[src/rtl/exc_flush_ctrl.sv]
// Exception/ertn sequencer at WB: commit pulse in T+1, flush for 1+DRAIN_CYCLES cycles,
// then redirect held until redirect_ready. Define INT_SAMPLE_EN to take pending interrupts at WB.
module exc_flush_ctrl #(
   parameter int         DRAIN_CYCLES = 2,
   parameter logic [5:0] ECODE_INT    = 6'h00
) (
   input  logic        clk,
   input  logic        reset,
   input  logic        wb_valid,
   input  logic        wb_ex,
   input  logic [5:0]  wb_ecode,
   input  logic [8:0]  wb_esubcode,
   input  logic        wb_ertn,
   input  logic [31:0] wb_pc,
   input  logic [31:0] csr_eentry,
   input  logic [31:0] csr_era,
   input  logic        int_pending,
   input  logic        redirect_ready,
   output logic        wb_cancel,
   output logic        csr_ex_commit,
   output logic        csr_ertn_commit,
   output logic [5:0]  csr_ecode,
   output logic [8:0]  csr_esubcode,
   output logic [31:0] csr_era_wdata,
   output logic        flush,
   output logic        redirect_valid,
   output logic [31:0] redirect_pc,
   output logic        busy
);

   typedef enum logic [1:0] {S_IDLE, S_FLUSH, S_DRAIN, S_REDIRECT} state_t;

   state_t      state, state_nxt;
   logic        kind_ex;
   logic [3:0]  drain_cnt;
   logic        take_ex, take_ertn, take_int, ev;

   assign take_ex   = wb_valid && wb_ex;
   assign take_ertn = wb_valid && !wb_ex && wb_ertn;
`ifdef INT_SAMPLE_EN
   assign take_int  = wb_valid && !wb_ex && !wb_ertn && int_pending;
`else
   logic unused_int_pending;
   assign take_int           = 1'b0;
   assign unused_int_pending = int_pending;
`endif
   assign ev = take_ex || take_ertn || take_int;

   always_ff @(posedge clk) begin
      if (reset) state <= S_IDLE;
      else       state <= state_nxt;
   end

   always_comb begin
      state_nxt       = state;
      wb_cancel       = 1'b0;
      csr_ex_commit   = 1'b0;
      csr_ertn_commit = 1'b0;
      flush           = 1'b0;
      redirect_valid  = 1'b0;
      busy            = 1'b0;
      case (state)
         S_IDLE: begin
            // Interrupts let the WB instruction commit, so only a real exception cancels it.
            wb_cancel = take_ex;
            if (ev) state_nxt = S_FLUSH;
         end
         S_FLUSH: begin
            flush           = 1'b1;
            busy            = 1'b1;
            csr_ex_commit   = kind_ex;
            csr_ertn_commit = !kind_ex;
            state_nxt       = (DRAIN_CYCLES > 0) ? S_DRAIN : S_REDIRECT;
         end
         S_DRAIN: begin
            flush = 1'b1;
            busy  = 1'b1;
            if (drain_cnt <= 4'd1) state_nxt = S_REDIRECT;
         end
         S_REDIRECT: begin
            redirect_valid = 1'b1;
            busy           = 1'b1;
            if (redirect_ready) state_nxt = S_IDLE;
         end
         default: state_nxt = S_IDLE;
      endcase
   end

   always_ff @(posedge clk) begin
      if (reset) begin
         kind_ex       <= 1'b0;
         csr_ecode     <= 6'h00;
         csr_esubcode  <= 9'h000;
         csr_era_wdata <= 32'h0;
         redirect_pc   <= 32'h0;
         drain_cnt     <= 4'd0;
      end else begin
         if (state == S_IDLE && ev) begin
            kind_ex       <= take_ex || take_int;
            csr_ecode     <= take_int ? ECODE_INT : wb_ecode;
            csr_esubcode  <= take_int ? 9'h000 : wb_esubcode;
            csr_era_wdata <= take_int ? (wb_pc + 32'd4) : wb_pc;
         end
         if (state == S_FLUSH) begin
            redirect_pc <= kind_ex ? csr_eentry : csr_era;
            drain_cnt   <= 4'(DRAIN_CYCLES);
         end else if (state == S_DRAIN) begin
            drain_cnt <= drain_cnt - 4'd1;
         end
      end
   end

endmodule

[config.mk]
export PLATFORM = sky130hd
export DESIGN_NAME = exc_flush_ctrl
export DESIGN_NICKNAME = d
export VERILOG_FILES = /design/src/rtl/exc_flush_ctrl.sv
export SDC_FILE = /design/constraint.sdc
export NUM_CORES = 1
export LEC_CHECK = 0
export ABC_AREA = 0
export CAP_MARGIN = 20
export CORE_ASPECT_RATIO = 1.1
export CORE_MARGIN = 8
export CORE_UTILIZATION = 39
export DETAILED_ROUTE_END_ITERATION = 10
export PLACE_DENSITY = 0.86
export RECOVER_POWER = 25
export SETUP_SLACK_MARGIN = 0.4
export SYNTH_ARGS = -nofsm -noshare
export SYNTH_HDL_FRONTEND = slang
export SYNTH_SLANG_ARGS = --single-unit
[constraint.sdc]
create_clock -name clk -period 1.7 [get_ports clk]
set_input_delay 0.425 -clock clk [delete_from_list [all_inputs] [get_ports clk]]
set_output_delay 0.425 -clock clk [all_outputs]
set_load 0.02 [all_outputs]
==> key figures, run 1 <==
Worst setup path
  – Required @ worst endpoint: ~1.3 ns
  – Most frequent cell on the critical path: sky130_fd_sc_hd__buf_6
  – Delay of the slowest cell on the worst path: roughly 0.35 ns
  – Cells traversed along the worst timing path: buf_6 > ha_4 > and2_4 > buf_6
  – Crit path capture type: primary output
  – CP max-delay cell: sky130_fd_sc_hd__dfxtp_2
  – Critical path arrival: between 1 and 1.5 ns
  – Buffers plus inverters on the worst setup path: 2
  – Crit path launch type: flop
  – CP Max Fanout: 3
  – Type of the worst setup path: flop to primary output
  – Cell class contributing the biggest share of worst-path delay: flip-flops

Synth
  – Synthesized net count: ~520
  – Yosys reg bits: 86
  – Number of instances in the synthesized netlist: between 300 and 400
  – Post-Syn Area per Cell: roughly 9.5 sq um
  – Sequential cell area fraction in the yosys report: about 46%
  – Mapped Area: 0.00376 sq mm
  – Leading post-synthesis cells by cell area: sky130_fd_sc_hd__dfxtp_1 46%, sky130_fd_sc_hd__mux2i_1 8.5%, sky130_fd_sc_hd__a21oi_2 7.2%, sky130_fd_sc_hd__a211oi_1 6.8%, sky130_fd_sc_hd__nand2_1 6.5%
  – Number of distinct library cell variants in the gate-level netlist after synthesis: 31
  – Library cell occupying the most area in the post-synthesis netlist: sky130_fd_sc_hd__dfxtp_1
  – Count of yosys warnings during synthesis: 0
  – Share of Yosys cell area claimed by the top area cell type: 45.8%

Global routing
  – Maximum number of pins on one net before global-route repair: 69
  – Number of global-route vias before repair: ~4000
  – Remaining global-route overflow: 0
  – Antenna violations before repair: 0
  – Wire length of the first global-routing pass: about 20 mm
  – Total Routing Usage GR: between 10% and 20%

Floorplanning
  – Total Die Area: 0.0130 sq mm
  – Placement row count: 37
  – Ports: 203
  – Core area: slightly above 0.009 sq mm
  – Horizontal die dimension: 110 um
  – Effective utilization at floorplan: approximately 40%
  – Overall die height: about 120 um

Routing
  – Wire length per cell after detailed routing: ~17 um
  – Final wirelength: roughly 13 mm
  – Number of remaining DRC errors: 0
  – Total vias in the final route: ~3600
  – Number of detailed-routing iterations run before antenna repair: 4
  – Antenna viol nets, final: 0
  – Detailed Route Iter0 Violations: 113
  – Vias per std cell: slightly below 5

Finish
  – Area of the multi-input gates: between 0.0015 and 0.002 sq mm
  – Post-Layout Cell Count: about 750
  – Layout cell share with drive strength beyond 1: between 40 and 50%
  – Number of nets in the final layout: ~750
  – Number of filler cells placed in the layout: roughly 700
  – Storage element area: 0.00178 sq mm
  – Final Util: about 70%
  – Syn-to-layout area delta: 74.2%
  – Leading cell types in the layout, fill and taps excluded: 113 x sky130_fd_sc_hd__clkdlybuf4s50_1, 93 x sky130_fd_sc_hd__buf_4, 65 x sky130_fd_sc_hd__nand2_1
  – Leading cell type in the layout, fill and taps excluded: sky130_fd_sc_hd__clkdlybuf4s50_1

Placement
  – HPWL after detailed placement: 8.85 mm
  – Cell count after placement: around 700
  – Number of port buffers: 201
  – Final weighted congestion in routability-driven placement: 0.738

STA
  – Relative slew margins: approximately two thirds
  – Setup skew after layout: 0.0105 ns
  – Top achievable clock speed: 599 MHz
  – Post-route worst hold slack: about 0.46 ns
  – Worst-Margin Slew: just over 0.5 ns
  – Setup violation total in the final timing report: 0
  – Number of failing hold endpoints at the final stage: 0
  – Fin crit period: approximately 1.7 ns
  – Max-slew violation total from the final report: 0
  – Setup repair after global routing missed its margin: true
  – Tcrit/Tclk final: 98.2%

CTS
  – Clock-pin transition on the worst setup and hold timing paths: roughly 0.090 ns
  – Total CTS buffers: 9
  – Root Buffer: sky130_fd_sc_hd__clkbuf_8
  – Clock H-tree levels: 3
  – CTS Buffer Depth: 2
  – CTS tree: built
  – Clk_lat worst skew: 0.35 ns
  – Clock tree sinks: 86
  – Hold bufs inserted after CTS: 0

Run
  – Number of maximum-capacitance violations: 0

Power and ir drop
  – Leak Pwr: between 0.002 and 0.003 uW
  – Total power per unit cell area: 1500 mW/mm^2
  – Maximum ir drop on the vdd rail: approximately 1.0 mV

Run status
  – Outcome: complete, no violations

Hold path
  – Class of the tightest hold or removal check: flop to flop
[cell type report]
class	count	area share, %
Timing Repair Buffer	246	38.2
Multi-Input combinational cell	272	28.5
Sequential cell	86	27.2
Tap cell	117	2.24
Clock buffer	12	2.22
Clock inverter	4	1.07
Inverter	7	0.478
Antenna cell	1	0.0382
[Yosys cell counts, drive strengths merged]
cell type  count
a211oi        34
a21oi         51
a311oi         1
a41o           1
and2           1
and3           1
buf           23
clkbuf         9
dfxtp         86
ha             7
inv            7
mux2i         32
nand2         95
nor2          36
nor2b          2
nor3           3
nor4b          1
o211a          1
o211ai         1
o21ai          1
o31ai          1
xnor2          2
xor2           1
[cell families (layout without fill, tap and decap cells)]
family	after synthesis	after routing	share of synthesized area, %
simple gates	139	139	16.9
other cells	0	1	0
mux	32	32	8.52
buf+inv	39	269	7.06
xor+xnor	3	3	0.699
fa+ha+maj	7	7	2.33
flops	86	86	45.8
compound gates	91	91	18.7
[routing by layer]
metal / up-vias / global-route usage, % / part of all wire (%)
li1: 1797 / - / -
met1: 1661 / 19.5 / 36
met2: 150 / 34.2 / 51
met3: 17 / 7.93 / 10
met4: 0 / 7.10 / 2.0
met5: - / 0 / 0
[power breakdown]
part | leakage (uW) | switching [uW] | internal [uW]
clock network | 0.000110 | 696 | 865
logic | 0.00175 | 2620 | 2670
registers | 0.000724 | 346 | 2630
total | 0.00259 | 3660 | 6160
[stage by stage]
stage          setup TNS [ns]  worst slack, ns  power, uW  cell area, sq um
2_1_floorplan               0            0.342       5550              3800
3_3_place_gp            -2.82           -0.421       7200              5910
3_5_place_dp            -5.50           -0.445       7330              5910
4_1_cts                     0           0.0245       9580              6330
5_1_grt               -0.0373          -0.0135      10400              6550
6_report                    0           0.0304       9830              6550
[worst min-delay path, stage by stage (launching register included)]
cell and delay (ns):
sky130_fd_sc_hd__dfxtp_2 0.33, sky130_fd_sc_hd__nand2_1 0.05, sky130_fd_sc_hd__a21oi_1 0.05
[worst paths after layout]
path	startpoint	endpoint	slack (ns)	cells after the start
setup / recovery	state[0]	csr_ex_commit	0.03	4
setup reg to reg	state[0]	csr_era_wdata[7]	0.15	8
hold / removal	csr_era_wdata[16]	csr_era_wdata[16]	0.46	2
hold reg to reg	csr_era_wdata[16]	csr_era_wdata[16]	0.46	2
[sequential cells by signal (all words and copies together), names as in the netlist]
name           count
csr_ecode          6
csr_esubcode       9
drain_cnt          4
state              2
kind_ex            1
csr_era_wdata     32
redirect_pc       32
[repair_timing]
item,in CTS,in global routing
gates cloned,8,0
setup endpoints to repair,170,160
pin swaps,8,3
gates resized for setup,422,93
setup buffers,15,3
No activity file was read; power rests on OpenSTA's default activity.
==> run 2: changes to the inputs <==
--- a/config.mk
+++ b/config.mk
@@ -6,11 +6,13 @@
 export NUM_CORES = 1
 export LEC_CHECK = 0
 export ABC_AREA = 0
+export ABC_CLOCK_PERIOD_IN_PS = 1700
 export CAP_MARGIN = 20
 export CORE_ASPECT_RATIO = 1.1
 export CORE_MARGIN = 8
 export CORE_UTILIZATION = 39
 export DETAILED_ROUTE_END_ITERATION = 10
+export MAX_ROUTING_LAYER = met4
 export PLACE_DENSITY = 0.86
 export RECOVER_POWER = 25
 export SETUP_SLACK_MARGIN = 0.4
==> run 2 against run 1 <==
  * Non-clock buffer count stayed put
  * Critical path depth did not move
  * Cell count stayed put
  * Clock skew decreased by 0.0010 ns
  * First-iteration DRC count shrank 1.8%
  * Worst hold slack improved by 0.0043 ns
  * Critical path type unchanged
  * Critical endpoint unchanged
  * Largest cell class unchanged
==> key figures, run 2 (synthesis results as in run 1) <==
Worst setup path
  – Cell class contributing the biggest share of worst-path delay: flip-flops
  – CP max-delay cell: sky130_fd_sc_hd__dfxtp_2
  – Critical path arrival: 1.24 ns (about the same)
  – Required @ worst endpoint: 1.27 ns (about the same)
  – Delay of the slowest cell on the worst path: 0.35 ns (about the same)
  – Worst setup slack for register-to-register paths: 0.19 ns (+0.04 ns)
  – Most frequent cell on the critical path: sky130_fd_sc_hd__buf_6
  – Crit path capture type: primary output
  – Reg-to-reg startpoint: state[0]
  – CP Max Fanout: 3 (unchanged)
  – Crit. Startpoint: state[0]
  – Buffers plus inverters on the worst setup path: 2 (unchanged)
  – Cells traversed along the worst timing path: buf_6 > ha_4 > and2_4 > buf_6
  – Type of the worst setup path: flop to primary output
  – Crit path launch type: flop

Run
  – Number of maximum-capacitance violations: 0 (unchanged)

STA
  – Fin crit period: 1.66 ns (-0.00791 ns)
  – Setup skew after layout: 0.00948 ns (-0.00102 ns)
  – Worst-Margin Slew: 0.519 ns (+0.000164 ns)
  – Relative slew margins: 65.4% (about the same)
  – Tcrit/Tclk final: 97.7% (-0.47 points)
  – Max-slew violation total from the final report: 0 (unchanged)
  – Post-route worst hold slack: 0.463 ns (+0.00433 ns)
  – Setup violation total in the final timing report: 0 (unchanged)
  – Number of failing hold endpoints at the final stage: 0 (unchanged)
  – Top achievable clock speed: 602 MHz (+0.48%)
  – Setup repair after global routing missed its margin: true

Global routing
  – Remaining global-route overflow: 0 (unchanged)
  – Maximum number of pins on one net before global-route repair: 69 (unchanged)
  – Wire length of the first global-routing pass: 19.8 mm (-0.38%)
  – Number of global-route vias before repair: 3983 (+0.50%)
  – Antenna violations before repair: 0 (unchanged)
  – Total Routing Usage GR: 19.8% (+0.55 points)

Finish
  – Area of the multi-input gates: 0.00187 sq mm (unchanged)
  – Syn-to-layout area delta: 73.6%
  – Number of nets in the final layout: 747 (unchanged)
  – Largest registers: csr_era_wdata: 32 flops, redirect_pc: 32 flops, csr_esubcode: 9 flops
  – Layout cell share with drive strength beyond 1: 40.5% (-2.6 points)
  – Storage element area: 0.00177 sq mm (-0.98%)
  – Leading cell types in the layout, fill and taps excluded: 113 x sky130_fd_sc_hd__clkdlybuf4s50_1, 90 x sky130_fd_sc_hd__buf_4, 65 x sky130_fd_sc_hd__nand2_1
  – Leading cell type in the layout, fill and taps excluded: sky130_fd_sc_hd__clkdlybuf4s50_1
  – Number of filler cells placed in the layout: 712 (unchanged)

Routing
  – Antenna viol nets, final: 0 (unchanged)
  – Number of remaining DRC errors: 0 (unchanged)
  – Number of detailed-routing iterations run before antenna repair: 4 (unchanged)
  – Top routing layer used: met4
  – Wire length per cell after detailed routing: 17.3 um (+0.26%)
  – Total vias in the final route: 3629 (+0.11%)
  – Final wirelength: 12.9 mm (+0.26%)
  – Routed wire length on met3: 1.06 mm (-20%)
  – Vias per std cell: 4.87 (+0.11%)
  – DRT met1 WL: 4.99 mm (+6.4%)
  – Detailed Route Iter0 Violations: 111 (-1.8%)
  – Routed length on met2: 6.62 mm (+0.27%)

Floorplanning
  – Overall die height: 119 um (unchanged)
  – Horizontal die dimension: 110 um (unchanged)
  – Placement row count: 37 (unchanged)
  – Core area: 0.00935 sq mm (unchanged)
  – Ports: 203 (unchanged)
  – Effective utilization at floorplan: 40.2% (unchanged)
  – Total Die Area: 0.0130 sq mm (unchanged)

Power and ir drop
  – Leak Pwr: 0.00257 uW (-0.48%)
  – Overall power of the completed layout: 9810 uW (-0.14%)
  – Total power per unit cell area: 1500 mW/mm^2 (+0.19%)
  – Maximum ir drop on the vdd rail: 1.04 mV (about the same)

CTS
  – Clk_lat worst skew: 0.35 ns (about the same)
  – CTS Buffer Depth: 2 (unchanged)
  – Total CTS buffers: 9 (unchanged)
  – Clock-pin transition on the worst setup and hold timing paths: 0.09 ns (about the same)
  – Clock tree sinks: 86 (unchanged)
  – Clock H-tree levels: 3 (unchanged)
  – Root Buffer: sky130_fd_sc_hd__clkbuf_8
  – CTS tree: built

Run status
  – Outcome: complete, no violations

Hold path
  – Class of the tightest hold or removal check: flop to flop
  – Hold path startpoint: csr_era_wdata[13]

Placement
  – Final weighted congestion in routability-driven placement: 0.747 (+1.2%)
  – Number of port buffers: 201 (unchanged)
  – HPWL after detailed placement: 8.85 mm (unchanged)
==> run 2: report_power, final <==
group / leakage, uW / internal, uW / switching (uW)
Sequential: 0.000719 / 2610 / 344
Clock: 0.000110 / 865 / 696
Combinational: 0.00175 / 2670 / 2630
Total: 0.00257 / 6150 / 3670
==> run 2: path summary, 6_finish.rpt <==
path,endpoint,depth (start not counted)
setup reg to reg,csr_era_wdata[7],8
hold / removal,csr_era_wdata[13],2
setup / recovery,csr_ex_commit,4
hold reg to reg,csr_era_wdata[13],2
==> run 2: final cells by class <==
class	count	share of cell area [%]
flip-flops and latches	86	27.1
inverters	7	0.479
repair buffers	246	38.3
multi-input cells	272	28.6
clock inverters	4	1.07
diodes	1	0.0383
well taps	117	2.24
clock buffers	12	2.22
==> run 2: tightest hold or removal path, cell delays in order, from the launching register on <==
cell	delay, ns
sky130_fd_sc_hd__dfxtp_1	0.32
sky130_fd_sc_hd__nand2_1	0.05
sky130_fd_sc_hd__a21oi_1	0.05
==> run 2: repair_timing <==
| item | 4_1_cts | 5_1_grt |
|---|---|---|
| setup endpoints to repair | 170 | 160 |
| setup buffers | 15 | 3 |
| cloned | 8 | 0 |
| pin swaps | 8 | 3 |
| hold buffers | 0 | 0 |
| gates resized for setup | 422 | 93 |
==> run 2: routing by layer <==
layer | track usage, % | vias to the layer above
li1 | - | 1795
met1 | 20.6 | 1669
met2 | 34.2 | 146
met3 | 6.15 | 19
met4 | 7.10 | 0
met5 | - | -
==> run 2: metrics by stage <==
stage	utilization [%]	instance area [sq um]	TNS, ns	setup WS [ns]	std cells
6_report	69.8	6530	0	0.0383	745
5_1_grt	69.8	6520	-0.0192	-0.0104	744
3_5_place_dp	63.2	5910	-5.50	-0.445	702
3_3_place_gp	63.2	5910	-2.82	-0.421	702
2_1_floorplan	-	3800	0	0.342	397
4_1_cts	67.7	6330	0	0.0245	741
